**src/rtl/paj_pkg.sv**
```systemverilog
// Shared definitions for the PAJ gesture-sensor configuration sequencer:
// FSM encoding, sensor register constants, retry limit and command types.
package paj_pkg;

  localparam logic [3:0] ST_IDLE      = 4'd0;
  localparam logic [3:0] ST_WAKE      = 4'd1;
  localparam logic [3:0] ST_WAKE_WAIT = 4'd2;
  localparam logic [3:0] ST_CFG       = 4'd3;
  localparam logic [3:0] ST_CFG_WAIT  = 4'd4;
  localparam logic [3:0] ST_POLL_WAIT = 4'd5;
  localparam logic [3:0] ST_RD_GES    = 4'd6;
  localparam logic [3:0] ST_RD_WAIT   = 4'd7;
  localparam logic [3:0] ST_ERR       = 4'd8;

  localparam logic [7:0] REG_BANK_SEL = 8'hEF;
  localparam logic [7:0] REG_GES_FLAG = 8'h43;
  localparam logic [1:0] RETRY_MAX    = 2'd3;

  typedef struct packed {
    logic [7:0] addr;
    logic [7:0] data;
  } cfg_ent_t;

  typedef struct packed {
    logic       wr;
    logic [7:0] addr;
    logic [7:0] data;
  } i2c_cmd_t;

  localparam i2c_cmd_t WAKE_CMD = '{wr: 1'b1, addr: REG_BANK_SEL, data: 8'h00};
  localparam i2c_cmd_t RD_CMD   = '{wr: 1'b0, addr: REG_GES_FLAG, data: 8'h00};

  function automatic i2c_cmd_t mk_wr(input cfg_ent_t e);
    return '{wr: 1'b1, addr: e.addr, data: e.data};
  endfunction

endpackage

```
**src/rtl/paj_cfg_rom.sv**
```systemverilog
// Configuration ROM: register/value pairs written to the sensor after wake-up.
// Indices at or beyond CFG_LEN read as zero.
module paj_cfg_rom
  import paj_pkg::*;
#(
  parameter logic [7:0] CFG_LEN = 8'd32
) (
  input  logic [7:0] index,
  output cfg_ent_t   ent
);

  always_comb begin
    ent = '0;
    if (index < CFG_LEN) begin
      case (index)
        8'd0:    ent = 16'h3229;
        8'd1:    ent = 16'h3301;
        8'd2:    ent = 16'h3400;
        8'd3:    ent = 16'h3501;
        8'd4:    ent = 16'h3600;
        8'd5:    ent = 16'h3707;
        8'd6:    ent = 16'h3817;
        8'd7:    ent = 16'h3906;
        8'd8:    ent = 16'h3A12;
        8'd9:    ent = 16'h3F00;
        8'd10:   ent = 16'h4002;
        8'd11:   ent = 16'h41FF;
        8'd12:   ent = 16'h4201;
        8'd13:   ent = 16'h462D;
        8'd14:   ent = 16'h470F;
        8'd15:   ent = 16'h483C;
        8'd16:   ent = 16'h4900;
        8'd17:   ent = 16'h4A1E;
        8'd18:   ent = 16'h4B00;
        8'd19:   ent = 16'h4C20;
        8'd20:   ent = 16'h4D00;
        8'd21:   ent = 16'h4E1A;
        8'd22:   ent = 16'h4F14;
        8'd23:   ent = 16'h5000;
        8'd24:   ent = 16'h5110;
        8'd25:   ent = 16'h5200;
        8'd26:   ent = 16'h5C02;
        8'd27:   ent = 16'h5D00;
        8'd28:   ent = 16'h5E10;
        8'd29:   ent = 16'h5F3F;
        8'd30:   ent = 16'h6027;
        8'd31:   ent = 16'h6128;
        default: ent = '0;
      endcase
    end
  end

endmodule

```
**src/rtl/paj_cfg_seq.sv**
```systemverilog
// PAJ gesture sensor sequencer: wake, ROM-driven configuration, then periodic
// gesture-flag polling over a byte-level I2C master. PAJ_RETRY_EN enables NACK retry.
module paj_cfg_seq
  import paj_pkg::*;
#(
  parameter logic [6:0] SLAVE_ADDR = 7'h73,
  parameter logic [7:0] CFG_LEN    = 8'd32,
  parameter int         WAKE_CYC   = 50_000,
  parameter int         POLL_CYC   = 2_500_000
) (
  input  logic       sys_clk,
  input  logic       sys_rst_n,
  input  logic       start,
  output logic       i2c_req,
  output logic       i2c_wr,
  output logic [6:0] i2c_dev,
  output logic [7:0] i2c_reg,
  output logic [7:0] i2c_wdata,
  input  logic       i2c_ack,
  input  logic       i2c_done,
  input  logic       i2c_nack,
  input  logic [7:0] i2c_rdata,
  output logic       cfg_done,
  output logic [7:0] gesture,
  output logic       gesture_vld,
  output logic       err
);

`ifdef PAJ_RETRY_EN
  localparam bit RETRY_EN = 1'b1;
`else
  localparam bit RETRY_EN = 1'b0;
`endif

  localparam int CNT_MAX = (WAKE_CYC > POLL_CYC) ? WAKE_CYC : POLL_CYC;
  localparam int CNT_W   = (CNT_MAX > 1) ? $clog2(CNT_MAX) : 1;
  localparam logic [CNT_W-1:0] WAKE_LAST = CNT_W'(WAKE_CYC - 1);
  localparam logic [CNT_W-1:0] POLL_LAST = CNT_W'(POLL_CYC - 1);
  localparam logic [7:0]       CFG_LAST  = CFG_LEN - 8'd1;

  logic [3:0]       state_q, state_d;
  logic [CNT_W-1:0] cnt_q, cnt_d;
  logic [7:0]       idx_q, idx_d;
  logic [1:0]       retry_q, retry_d;
  logic             req_q, req_d;
  i2c_cmd_t         cmd_q, cmd_d;
  logic             cfg_done_q, cfg_done_d;
  logic [7:0]       gesture_q, gesture_d;
  logic             gvld_q, gvld_d;
  logic             err_q, err_d;

  logic [7:0] rom_idx;
  cfg_ent_t   rom_ent;
  logic       cmd_fin;

  // ROM is addressed by the index the next issued write will use: 0 out of the
  // wake wait, the same index on a retry, otherwise the following entry.
  assign rom_idx = (state_q == ST_WAKE_WAIT) ? 8'd0 :
                   (i2c_nack ? idx_q : idx_q + 8'd1);

  paj_cfg_rom #(.CFG_LEN(CFG_LEN)) u_rom (
    .index (rom_idx),
    .ent   (rom_ent)
  );

  // Completion only counts once the command has been accepted (or in that cycle).
  assign cmd_fin = i2c_done & (~req_q | i2c_ack);

  always_comb begin
    state_d    = state_q;
    cnt_d      = cnt_q;
    idx_d      = idx_q;
    retry_d    = retry_q;
    req_d      = req_q & ~i2c_ack;
    cmd_d      = cmd_q;
    cfg_done_d = cfg_done_q;
    gesture_d  = gesture_q;
    gvld_d     = 1'b0;
    err_d      = err_q;
    case (state_q)
      ST_IDLE: if (start) begin
        state_d = ST_WAKE; req_d = 1'b1; cmd_d = WAKE_CMD;
      end
      // Sensor is asleep during the wake write, so its NACK is expected.
      ST_WAKE: if (cmd_fin) begin
        state_d = ST_WAKE_WAIT; cnt_d = '0;
      end
      ST_WAKE_WAIT: begin
        if (cnt_q == WAKE_LAST) begin
          cnt_d = '0; idx_d = '0; retry_d = '0;
          state_d = ST_CFG; req_d = 1'b1; cmd_d = mk_wr(rom_ent);
        end else begin
          cnt_d = cnt_q + CNT_W'(1);
        end
      end
      ST_CFG, ST_CFG_WAIT: begin
        if (cmd_fin && !i2c_nack) begin
          retry_d = '0;
          if (idx_q == CFG_LAST) begin
            cfg_done_d = 1'b1; state_d = ST_POLL_WAIT; cnt_d = '0;
          end else begin
            idx_d = idx_q + 8'd1;
            state_d = ST_CFG; req_d = 1'b1; cmd_d = mk_wr(rom_ent);
          end
        end else if (cmd_fin && RETRY_EN && retry_q != RETRY_MAX) begin
          retry_d = retry_q + 2'd1;
          state_d = ST_CFG; req_d = 1'b1; cmd_d = mk_wr(rom_ent);
        end else if (cmd_fin) begin
          state_d = ST_ERR; err_d = 1'b1; cfg_done_d = 1'b0; req_d = 1'b0;
        end else if (state_q == ST_CFG) begin
          state_d = ST_CFG_WAIT;
        end
      end
      ST_POLL_WAIT: begin
        if (cnt_q == POLL_LAST) begin
          cnt_d = '0; state_d = ST_RD_GES; req_d = 1'b1; cmd_d = RD_CMD;
        end else begin
          cnt_d = cnt_q + CNT_W'(1);
        end
      end
      ST_RD_GES, ST_RD_WAIT: begin
        if (cmd_fin && !i2c_nack) begin
          retry_d = '0;
          if (i2c_rdata != 8'h00) begin
            gesture_d = i2c_rdata; gvld_d = 1'b1;
          end
          state_d = ST_POLL_WAIT; cnt_d = '0;
        end else if (cmd_fin && RETRY_EN && retry_q != RETRY_MAX) begin
          retry_d = retry_q + 2'd1;
          state_d = ST_RD_GES; req_d = 1'b1; cmd_d = RD_CMD;
        end else if (cmd_fin) begin
          state_d = ST_ERR; err_d = 1'b1; cfg_done_d = 1'b0; req_d = 1'b0;
        end else if (state_q == ST_RD_GES) begin
          state_d = ST_RD_WAIT;
        end
      end
      ST_ERR: begin
        err_d = 1'b1; cfg_done_d = 1'b0; req_d = 1'b0;
      end
      default: state_d = ST_IDLE;
    endcase
  end

  always_ff @(posedge sys_clk or negedge sys_rst_n) begin
    if (!sys_rst_n) begin
      state_q    <= ST_IDLE;
      cnt_q      <= '0;
      idx_q      <= '0;
      retry_q    <= '0;
      req_q      <= 1'b0;
      cmd_q      <= '0;
      cfg_done_q <= 1'b0;
      gesture_q  <= '0;
      gvld_q     <= 1'b0;
      err_q      <= 1'b0;
    end else begin
      state_q    <= state_d;
      cnt_q      <= cnt_d;
      idx_q      <= idx_d;
      retry_q    <= retry_d;
      req_q      <= req_d;
      cmd_q      <= cmd_d;
      cfg_done_q <= cfg_done_d;
      gesture_q  <= gesture_d;
      gvld_q     <= gvld_d;
      err_q      <= err_d;
    end
  end

  assign i2c_req     = req_q;
  assign i2c_wr      = cmd_q.wr;
  assign i2c_dev     = SLAVE_ADDR;
  assign i2c_reg     = cmd_q.addr;
  assign i2c_wdata   = cmd_q.data;
  assign cfg_done    = cfg_done_q;
  assign gesture     = gesture_q;
  assign gesture_vld = gvld_q;
  assign err         = err_q;

endmodule

```
**config.mk**
```make
export PLATFORM = sky130hd
export DESIGN_NAME = paj_cfg_seq
export DESIGN_NICKNAME = d
export VERILOG_FILES = /design/src/rtl/paj_pkg.sv /design/src/rtl/paj_cfg_rom.sv /design/src/rtl/paj_cfg_seq.sv
export SDC_FILE = /design/constraint.sdc
export NUM_CORES = 1
export LEC_CHECK = 0
export ABC_AREA = 1
export BUFFER_PORTS_ARGS = -buffer_cell sky130_fd_sc_hd__buf_2
export CORE_UTILIZATION = 38
export DETAILED_ROUTE_END_ITERATION = 16
export GPL_TIMING_DRIVEN = 1
export SLEW_MARGIN = 0
export SYNTH_ARGS = -nofsm -noshare
export SYNTH_HDL_FRONTEND = slang
export SYNTH_SLANG_ARGS = --single-unit
```
**constraint.sdc**
```tcl
create_clock -name sys_clk -period 3.1 [get_ports sys_clk]
set_clock_uncertainty 0.2 [all_clocks]
set_input_delay 0.31 -clock sys_clk [delete_from_list [all_inputs] [get_ports sys_clk]]
set_output_delay 0.31 -clock sys_clk [all_outputs]
set_load 0.01 [all_outputs]
```
======== Word level (Yosys, flattened, before mapping) ========
Memory sizes are Yosys's and may differ from the RTL's.
Cells that the tools add are included.
word-level totals
  output and inout bits ................... 36
  logic and storage cells ................. 118
  input bits .............................. 14
  latch bits .............................. 0
  bits in read-only memories .............. 480
  flip-flop bits (word level) ............. 63
  memories kept ........................... 1
  RAM bits ................................ 0
memory list
  name              words  bits a word  read ports  clocked after memory_dff  write ports  RTL line           source
  (name not given)  32     15           1           0                         0            paj_cfg_rom.sv:15  case (index)
operators by class
  add/subtract/negate cells ............... 2
  multiply operators ...................... 0
  shift-type cells ........................ 0
  divide/modulo/power cells ............... 0
  $lt $le $gt $ge ......................... 1
  bitwise operators ....................... 6
  mux-type cells .......................... 52
  reduce and logical (&&, ||, !) cells .... 20
  equality and inequality tests ........... 25
operators with widths
  operator               count
  $mux 22                6
  $pmux 22 s5            1
  $mux 17                5
  $pmux 17 s4            1
  $mux 4                 10
  $mux 8                 5
  $mux 16                2
  $pmux 4 s7             1
  $add 22x1->22 const B  1
  $eq 22x16->1 const B   1
  $eq 22x22->1 const B   1
  $ne 2x2->1 const B     9
  $eq 4x3->1 const B     4
  $mux 1                 16
  $pmux 8 s2             1
  $reduce_and 3->1       3
  $add 8x1->8 const B    1
  $eq 4x2->1 const B     2
  $eq 8x5->1 const B     1
  $lt 8x6->1 const B     1
  $ne 4x4->1 const B     2
  $reduce_bool 8->1      1
  $reduce_and 7->1       1
  $pmux 1 s6             1
  other kinds (23)       29

======== Depth between registers and ports, before layout ========
Gate-level depths: netlist of run 1.
  depth in word-level cells ............... 9
  depth in mapped cells ................... 16
  depth with buffers taken out ............ 14

======== Modules after synthesis ========
From an unflattened synthesis of run 1, not the netlist that was laid out.
unflattened totals
  cells, all modules ...................... 808
  area total of the unflattened synthesis .. 5,175.0 µm²
modules (own cells, without submodules)
  module       seq. area each (µm²)  cells each  times used  area an instance (µm²)
  paj_cfg_seq  1,576.5               667         1           4,408.0
  paj_cfg_rom  0.0                   141         1           767.0

======== Least setup slack after synthesis of run 1 ========
OpenSTA, ideal clock, no wires.
  path kind ............................... register to register
  start ................................... reg idx_q[0]
  end ..................................... reg cmd_q, in the netlist i2c_wdata[2]
  arrival ................................. 1.992 ns
  clock period less this slack ............ 2.316 ns
  cell stages (with the launch flop) ...... 12
  required time ........................... 2.777 ns
  library setup time ...................... 0.123 ns
  path buffers ............................ 0
  slack ................................... 0.784 ns
  path through ............................ dfrtp_1 -> ha_1 -> o21ai_0 -> nor2_1 -> inv_1 -> ha_1 -> inv_1 -> nand2_1 -> nand2_1 -> nor2_1 -> o21ai_0 -> o21ai_1
on the way
  cells in the longest elaborated chain, start to end .. 9
  elaborated cells between the ends (all ways) .. 15
  classes of those cells .................. add/sub: 1; order compare: 1; eq/ne: 2; mux: 8; reduce/logical: 2; memory: 1
RTL lines
  item                                              RTL line            source
  start: declaration                                paj_cfg_seq.sv:43   logic [7:0] idx_q, idx_d;
  start signal: assignment                          paj_cfg_seq.sv:159  idx_q <= idx_d;
  $add 8x1->8                                       paj_cfg_seq.sv:59   (i2c_nack ? idx_q : idx_q + 8'd1);
  $mux 8                                            paj_cfg_seq.sv:59
  $mux 8                                            paj_cfg_seq.sv:58   assign rom_idx = (state_q == ST_WAKE_WAIT) ? 8'd0 :
  $mem_v2 32x15 or $logic_not 3->1 (tied branches)  --
  $mux 16                                           paj_cfg_rom.sv:15
  $mux 16                                           paj_cfg_rom.sv:14   if (index < CFG_LEN) begin
  $mux 17                                           paj_cfg_seq.sv:99   if (idx_q == CFG_LAST) begin
  $mux 17                                           paj_cfg_seq.sv:97   if (cmd_fin && !i2c_nack) begin
  $pmux 17 s4                                       paj_cfg_seq.sv:80   case (state_q)
  end signal: assignment                            paj_cfg_seq.sv:162  cmd_q <= cmd_d;
  end: declaration                                  paj_cfg_seq.sv:46   i2c_cmd_t cmd_q, cmd_d;
Parallel ways exist; a longest one is shown, timed or not. The select of a mux whose other input is x is not followed.
A chain may end at the register's enable or synchronous reset.

======== Final worst setup path of run 1 ========
  start ................................... reg state_q[3]
  end ..................................... reg cmd_q, in the netlist i2c_reg[1]
on the way
  cells in the longest elaborated chain, start to end .. 8
  elaborated cells between the ends (all ways) .. 23
  classes of those cells .................. order compare: 1; eq/ne: 9; mux: 7; reduce/logical: 5; memory: 1
RTL lines
  item                                              RTL line                              source
  start: declaration                                paj_cfg_seq.sv:41                     logic [3:0] state_q, state_d;
  start signal: assignment                          paj_cfg_seq.sv:157                    state_q <= state_d;
  $eq 4x2->1                                        paj_cfg_seq.sv:58, paj_cfg_seq.sv:80
  $mux 8                                            paj_cfg_seq.sv:58
  $mem_v2 32x15 or $logic_not 3->1 (tied branches)  --
  $mux 16                                           paj_cfg_rom.sv:15
  $mux 16                                           paj_cfg_rom.sv:14
  $mux 17                                           paj_cfg_seq.sv:99
  $mux 17                                           paj_cfg_seq.sv:97
  $pmux 17 s4                                       paj_cfg_seq.sv:80
Parallel ways exist; a longest one is shown, timed or not. The select of a mux whose other input is x is not followed.

==> out/metrics.cfg, run 1 <==
[timing]
period_minus_slack_ps = 2520
setup_viol = 0
finalHoldViolCount = 0
max_slew.worst_pin.slew_ps = 523
max_slew_margin = 0.648
rsz0062_at_grt = false
setup_ws_ps = 584
fin_crit_sh = 0.811
finalSetupTns_ps = 0
fmax_ghz = 0.398
slew_viol_final = 0

[min_path]
min_path_type = primary input to flop

[floorplan]
std_cell_rows = 39
coreArea_um2 = 11600
ios = 50
die_h_um = 111
die_x_um = 111
start_util = 0.394
die-area_um2 = 12400

[cells_and_area]
most-common-layout-cells = 187 x nand2_1, 73 x nor2_1, 66 x nand3_1
fin_util = 0.450
fillers = 1190
n_antenna_cell = 0
regMostFlops = cnt_q
drive_above_1_share = 0.153
area_growth_pct = 14.2
largest_register_ffs = 22
final_nets = 738
layout_commonest_cell = nand2_1

[power]
p_comb_frac = 0.526
power_frac_clock = 0.218
swShare = 0.471
power_switching_w = 0.00213
vdd_drop_max_mv = 0.394
p_leak_nw = 2.56
power.density_nw_per_um2 = 869
internal_power_w = 0.00239
seqPwrFrac = 0.256

[synth]
synth-seq-cells = 62
yosysWarnings = 0
syn_avg_cell_area_um2 = 6.86
syn_area_um2 = 4560
synth_top_area_frac = 0.341
synthAdderAreaFrac = 0.0330
synth_top_family_by_area = simple AND/OR/NAND/NOR gates
ys_async_sr_fraction = 1.00
synth_cell_types = 39
synth_xor_area_frac = 0.0135
ys.flop_type = dfrtp_1
yosys.area_share.simple = 0.403
muxShareOfSynthArea = 0
yosysSeqAreaShare = 0.341
synth_edf_count = 0
synth_area_leaders = dfrtp_1 34%, nand2_1 15%, nand3_1 7.3%
synth-compound-area-share = 0.108
synth_area_leader_cell = dfrtp_1
syn-instance-count = 664

[setup_path]
worst_setup_path_start_kind = flop
crit_top_cell = nand3_1
max_stage_delay_ps = 410
crit_path_end_kind = flop
worstPathCellList = nor2_2 -> nand2_4 -> inv_4 -> nor2_1 -> buf_4 -> inv_1 -> ha_1 -> inv_1 -> nand2_1 -> nand3_1 -> nand3_1 -> nand3_1 -> a21oi_1
required_ps = 3160
crit_family = simple AND/OR/NAND/NOR gates
worst-setup-path-type = flop to flop
crit_path_max_fanout = 16
cp_num_buf_inv = 4
worstPathArrival_ps = 2570
worst_path_max_delay_cell = dfrtp_1

[detailed_routing]
drtPass1Iterations = 11
drt_wl_total_mm = 12.2
route.detailed.drc = 2
drt_iter0_markers = 396
wl_per_cell_um = 14.1
via_per_inst = 5.31
vias = 4569
ant_nets = 0

[global_route]
use_met3 = 0.0517
grtUsageMet2 = 0.354
track_usage = 0.207
grt_start_max_net_pins = 35
groute.layer.met1.usage = 0.258
antenna_found_initial = 0
overflow = 0
grt_first_pass_wirelength_mm = 20.6
top_usage_layer = met2
grt_pass1_vias = 4358

[placement]
gp_congestion = 0.921
portBuffers = 42
pre_cts_ws_ps = 629
hpwl_mm = 8.99

[clock_tree]
clkSlewWorstSetupHoldPaths_ps = 60
cts_buffers = 9
clk_latency_ps = 340
clockRootBuffer = clkbuf_16
cts_buffer_depth = 2
clock-sinks = 62
cts_tree = done
postCtsSetupBuffers = 0
cts_htree_levels = 3

[job]
cap_violations = 0

[status]
outcome = finished, violations left
violations = design-rule violations

## per-layer routing
metal | share of wire | vias up
li1 | - | 2259
met2 | 0.49 | 129
met5 | 0 | -
met3 | 0.053 | 18
met4 | 0.016 | 0
met1 | 0.44 | 2163
## cell type report
type | count | area, um2 | area share
clock buffer | 12 | 236 | 0.0455
clock inverter | 4 | 47.5 | 0.00914
inverter | 77 | 297 | 0.0570
multi-input combinational | 507 | 2560 | 0.493
sequential | 62 | 1550 | 0.298
tap | 143 | 179 | 0.0344
timing repair buffer | 55 | 328 | 0.0630
## stage by stage
step | instance area [um2] | instances | hold slack (ps) | power (W)
2_1_floorplan | 4570 | 669 | -186 | 0.00303
3_3_place_gp | 4840 | 836 | 151 | 0.00353
3_5_place_dp | 4840 | 836 | 162 | 0.00354
4_1_cts | 5200 | 860 | 5.77 | 0.00455
5_1_grt | 5200 | 860 | 42.6 | 0.00492
6_report | 5200 | 860 | 11.2 | 0.00452
## power groups by stage
stage / Combinational, W / Sequential, W / Clock (W)
floorplan: 0.00182 / 0.00121 / 0
global placement: 0.00236 / 0.00117 / 0
detailed placement: 0.00236 / 0.00117 / 0
CTS: 0.00238 / 0.00116 / 0.00100
global route: 0.00269 / 0.00119 / 0.00104
finish: 0.00238 / 0.00116 / 0.000985
## worst reg2reg max path: stages (launching register included)
cell     delay [ps]
dfrtp_1         410
nor2_2          280
nand2_4         120
inv_4           210
nor2_1           70
buf_4           160
inv_1           170
ha_1            270
inv_1            60
nand2_1          90
nand3_1          90
nand3_1          90
nand3_1          80
a21oi_1         130
## path summary, 6_finish.rpt
kind / start / depth (start not counted) / to / slack [ps]
setup / recovery: state_q[3]$_DFFE_PN0P_ / 13 / i2c_reg[1]$_DFFE_PN0P_ / 580
hold / removal: i2c_rdata[4] / 3 / gesture[4]$_DFFE_PN0P_ / 10
setup reg to reg: state_q[3]$_DFFE_PN0P_ / 13 / i2c_reg[1]$_DFFE_PN0P_ / 580
hold reg to reg: gesture[7]$_DFFE_PN0P_ / 2 / gesture[7]$_DFFE_PN0P_ / 270
max in group asynchronous: sys_rst_n / 3 / i2c_wdata[2]$_DFFE_PN0P_ / 1990
min in group asynchronous: sys_rst_n / 3 / cnt_q[15]$_DFFE_PN0P_ / 330
## repair_timing
action	in CTS	in global routing
setup endpoints to repair	0	0
hold endpoints to repair	69	0
hold buffers	8	0
resized for setup	0	0
## kinds of logic after synthesis
group,Yosys count
adders and majority gates,12
other,2
buffers and inverters,100
and+or+nand+nor,398
AOI/OAI and AO/OA,83
DFF,62
xor gates and xnor gates,7
## cells in the mapped netlist, types with 12 or more instances
library cell / count
nand2_1: 187
nor2_1: 73
nand3_1: 66
dfrtp_1: 62
inv_1: 62
a21oi_1: 23
nand4_1: 19
o21ai_0: 19
nor3_1: 17
o21ai_1: 17
buf_4: 12
ha_1: 12
inv_2: 12
No activity file was read; power rests on OpenSTA's default activity.
==> inputs of run 2 (changes only) <==
==> constraint.sdc (replaced) <==
create_clock -name sys_clk -period 2.6 [get_ports sys_clk]
set_clock_uncertainty 0.2 [all_clocks]
set_input_delay 0.26 -clock sys_clk [delete_from_list [all_inputs] [get_ports sys_clk]]
set_output_delay 0.26 -clock sys_clk [all_outputs]
set_load 0.01 [all_outputs]
==> run 2 against run 1 <==
  * The flow still finishes with violations (design-rule violations)
  * Sequential share of layout area is 0.96 points lower
  * Core utilization grew 1.5 points
  * Clock power rose by 37%
==> out/metrics.cfg, run 2 (synthesized netlist as in run 1, its figures left out) <==
[global_route]
track_usage = 0.211  ; +0.00454
grt_first_pass_wirelength_mm = 21.2  ; +2.9%
grt_start_max_net_pins = 63  ; +80%
antenna_found_initial = 0  ; unchanged
overflow = 0  ; unchanged
grt_pass1_vias = 4429  ; +1.6%

[status]
outcome = finished, violations left
violations = design-rule violations

[clock_tree]
cts_buffers = 9  ; unchanged
clock-sinks = 62  ; unchanged
clk_latency_ps = 330  ; about the same
cts_buffer_depth = 2  ; unchanged
clockRootBuffer = clkbuf_16
clkSlewWorstSetupHoldPaths_ps = 60  ; about the same
cts_htree_levels = 3  ; unchanged
cts_tree = done

[detailed_routing]
drt_wl_total_mm = 12.5  ; +3.0%
drtPass1Iterations = 11  ; unchanged
drt_iter0_markers = 327  ; -17%
wl_per_cell_um = 14.3  ; +1.2%
ant_nets = 0  ; unchanged
vias = 4544  ; -0.55%
via_per_inst = 5.19  ; -2.3%
route.detailed.drc = 2  ; unchanged

[setup_path]
required_ps = 2610  ; -550 ps
worst_setup_path_start_kind = flop
worstPathArrival_ps = 2430  ; -140 ps
crit_path_max_fanout = 8  ; -8
crit_path_end_kind = flop
worst-setup-path-type = flop to flop

[min_path]
min_path_type = primary input to flop

[timing]
fin_crit_sh = 0.930  ; +0.119
rsz0062_at_grt = false
setup_viol = 0  ; unchanged
fmax_ghz = 0.413  ; +4.0%
finalHoldViolCount = 0  ; unchanged
max_slew.worst_pin.slew_ps = 808  ; +286 ps
slew_viol_final = 0  ; unchanged
max_slew_margin = 0.461  ; -0.187
period_minus_slack_ps = 2420  ; -96.7 ps

[cells_and_area]
largest_register_ffs = 22  ; unchanged
multi_input_area_um2 = 2570  ; +0.39%
most-common-layout-cells = 187 x nand2_1, 72 x nor2_1, 66 x nand3_1
drive_above_1_share = 0.175  ; +0.0214
design_area_um2 = 5380  ; +3.3%
regArea_um2 = 1550  ; unchanged
area_growth_pct = 18.0
final_nets = 753  ; +2.0%
layout_commonest_cell = nand2_1
finalNonFillerCells = 875  ; +1.7%
fillers = 1184  ; -0.50%
n_antenna_cell = 0  ; unchanged
regMostFlops = cnt_q

[placement]
placed_cells = 848  ; +1.4%
postPlaceCellArea_um2 = 4930  ; +1.9%
gp_congestion = 0.953  ; +3.5%
hpwl_mm = 9.35  ; +4.1%
portBuffers = 42  ; unchanged

[floorplan]
std_cell_rows = 39  ; unchanged
ios = 50  ; unchanged
die-area_um2 = 12400  ; unchanged
die_h_um = 111  ; unchanged
coreArea_um2 = 11600  ; unchanged
die_x_um = 111  ; unchanged
start_util = 0.394  ; unchanged

[job]
cap_violations = 0  ; unchanged

[power]
p_leak_nw = 2.66  ; +3.8%
power.density_nw_per_um2 = 1060  ; +22%
vdd_drop_max_mv = 0.619  ; +57%

[run 2: cell type report]
cell class | count | share of cell area
inverter | 77 | 0.0552
tap | 143 | 0.0333
clock inverter | 6 | 0.0172
timing repair buffer | 70 | 0.0824
multi-input combinational | 507 | 0.479
sequential | 62 | 0.289
clock buffer | 10 | 0.0445
[run 2: power breakdown]
part           internal, W  switching [W]
logic             0.000988        0.00198
registers          0.00121       0.000165
clock network     0.000870       0.000475
total              0.00307        0.00262
[run 2: stage by stage]
step	power [W]	TNS, ps	worst slack, ps	hold WS (ps)	utilization
finish	0.00569	0	181	155	0.465
CTS	0.00569	0	73.3	145	0.463
global route	0.00615	0	20.2	167	0.465
detailed placement	0.00430	-2.49	-2.49	255	0.426
floorplan	0.00361	0	284	-236	-
global placement	0.00428	0	99.7	254	0.426
[run 2: worst max-delay path, cell delays in order (launching register included)]
cell and delay [ps]:
dfrtp_1 390, buf_4 160, or2_2 300, a21oi_4 260
inv_1 170, ha_1 240, inv_1 90, nand2_1 90
nand2_1 90, nor2_1 40, o21ai_0 170, o21ai_1 90
[run 2: what timing repair did]
action / in CTS / in global routing
setup buffers: 0 / 2
setup endpoints to repair: 1 / 5
resized for setup: 1 / 2
hold buffers: 9 / 0
endpoints found under the hold margin: 70 / 0
pin swaps: 0 / 1
[run 2: per-layer routing]
| layer | GRT usage | up-vias | wire length [um] |
|---|---|---|---|
| li1 | - | 2289 | - |
| met1 | 0.267 | 2115 | 5550 |
| met2 | 0.365 | 123 | 6240 |
| met3 | 0.0403 | 17 | 592 |
| met4 | 0.0640 | 0 | 150 |
| met5 | 0 | - | 0 |
[run 2: worst paths after layout]
kind / slack (ps) / from / cells past startpoint / end
max: 180 / idx_q[0]$_DFFE_PN0P_ / 11 / i2c_wdata[2]$_DFFE_PN0P_
min: 150 / i2c_nack / 3 / state_q[3]$_DFFE_PN0P_
max reg2reg: 180 / idx_q[0]$_DFFE_PN0P_ / 11 / i2c_wdata[2]$_DFFE_PN0P_
min reg2reg: 260 / err$_DFFE_PN0P_ / 1 / err$_DFFE_PN0P_
max in group asynchronous: 1230 / sys_rst_n / 3 / i2c_wdata[0]$_DFFE_PN0P_
min in group asynchronous: 420 / sys_rst_n / 3 / cnt_q[20]$_DFFE_PN0P_
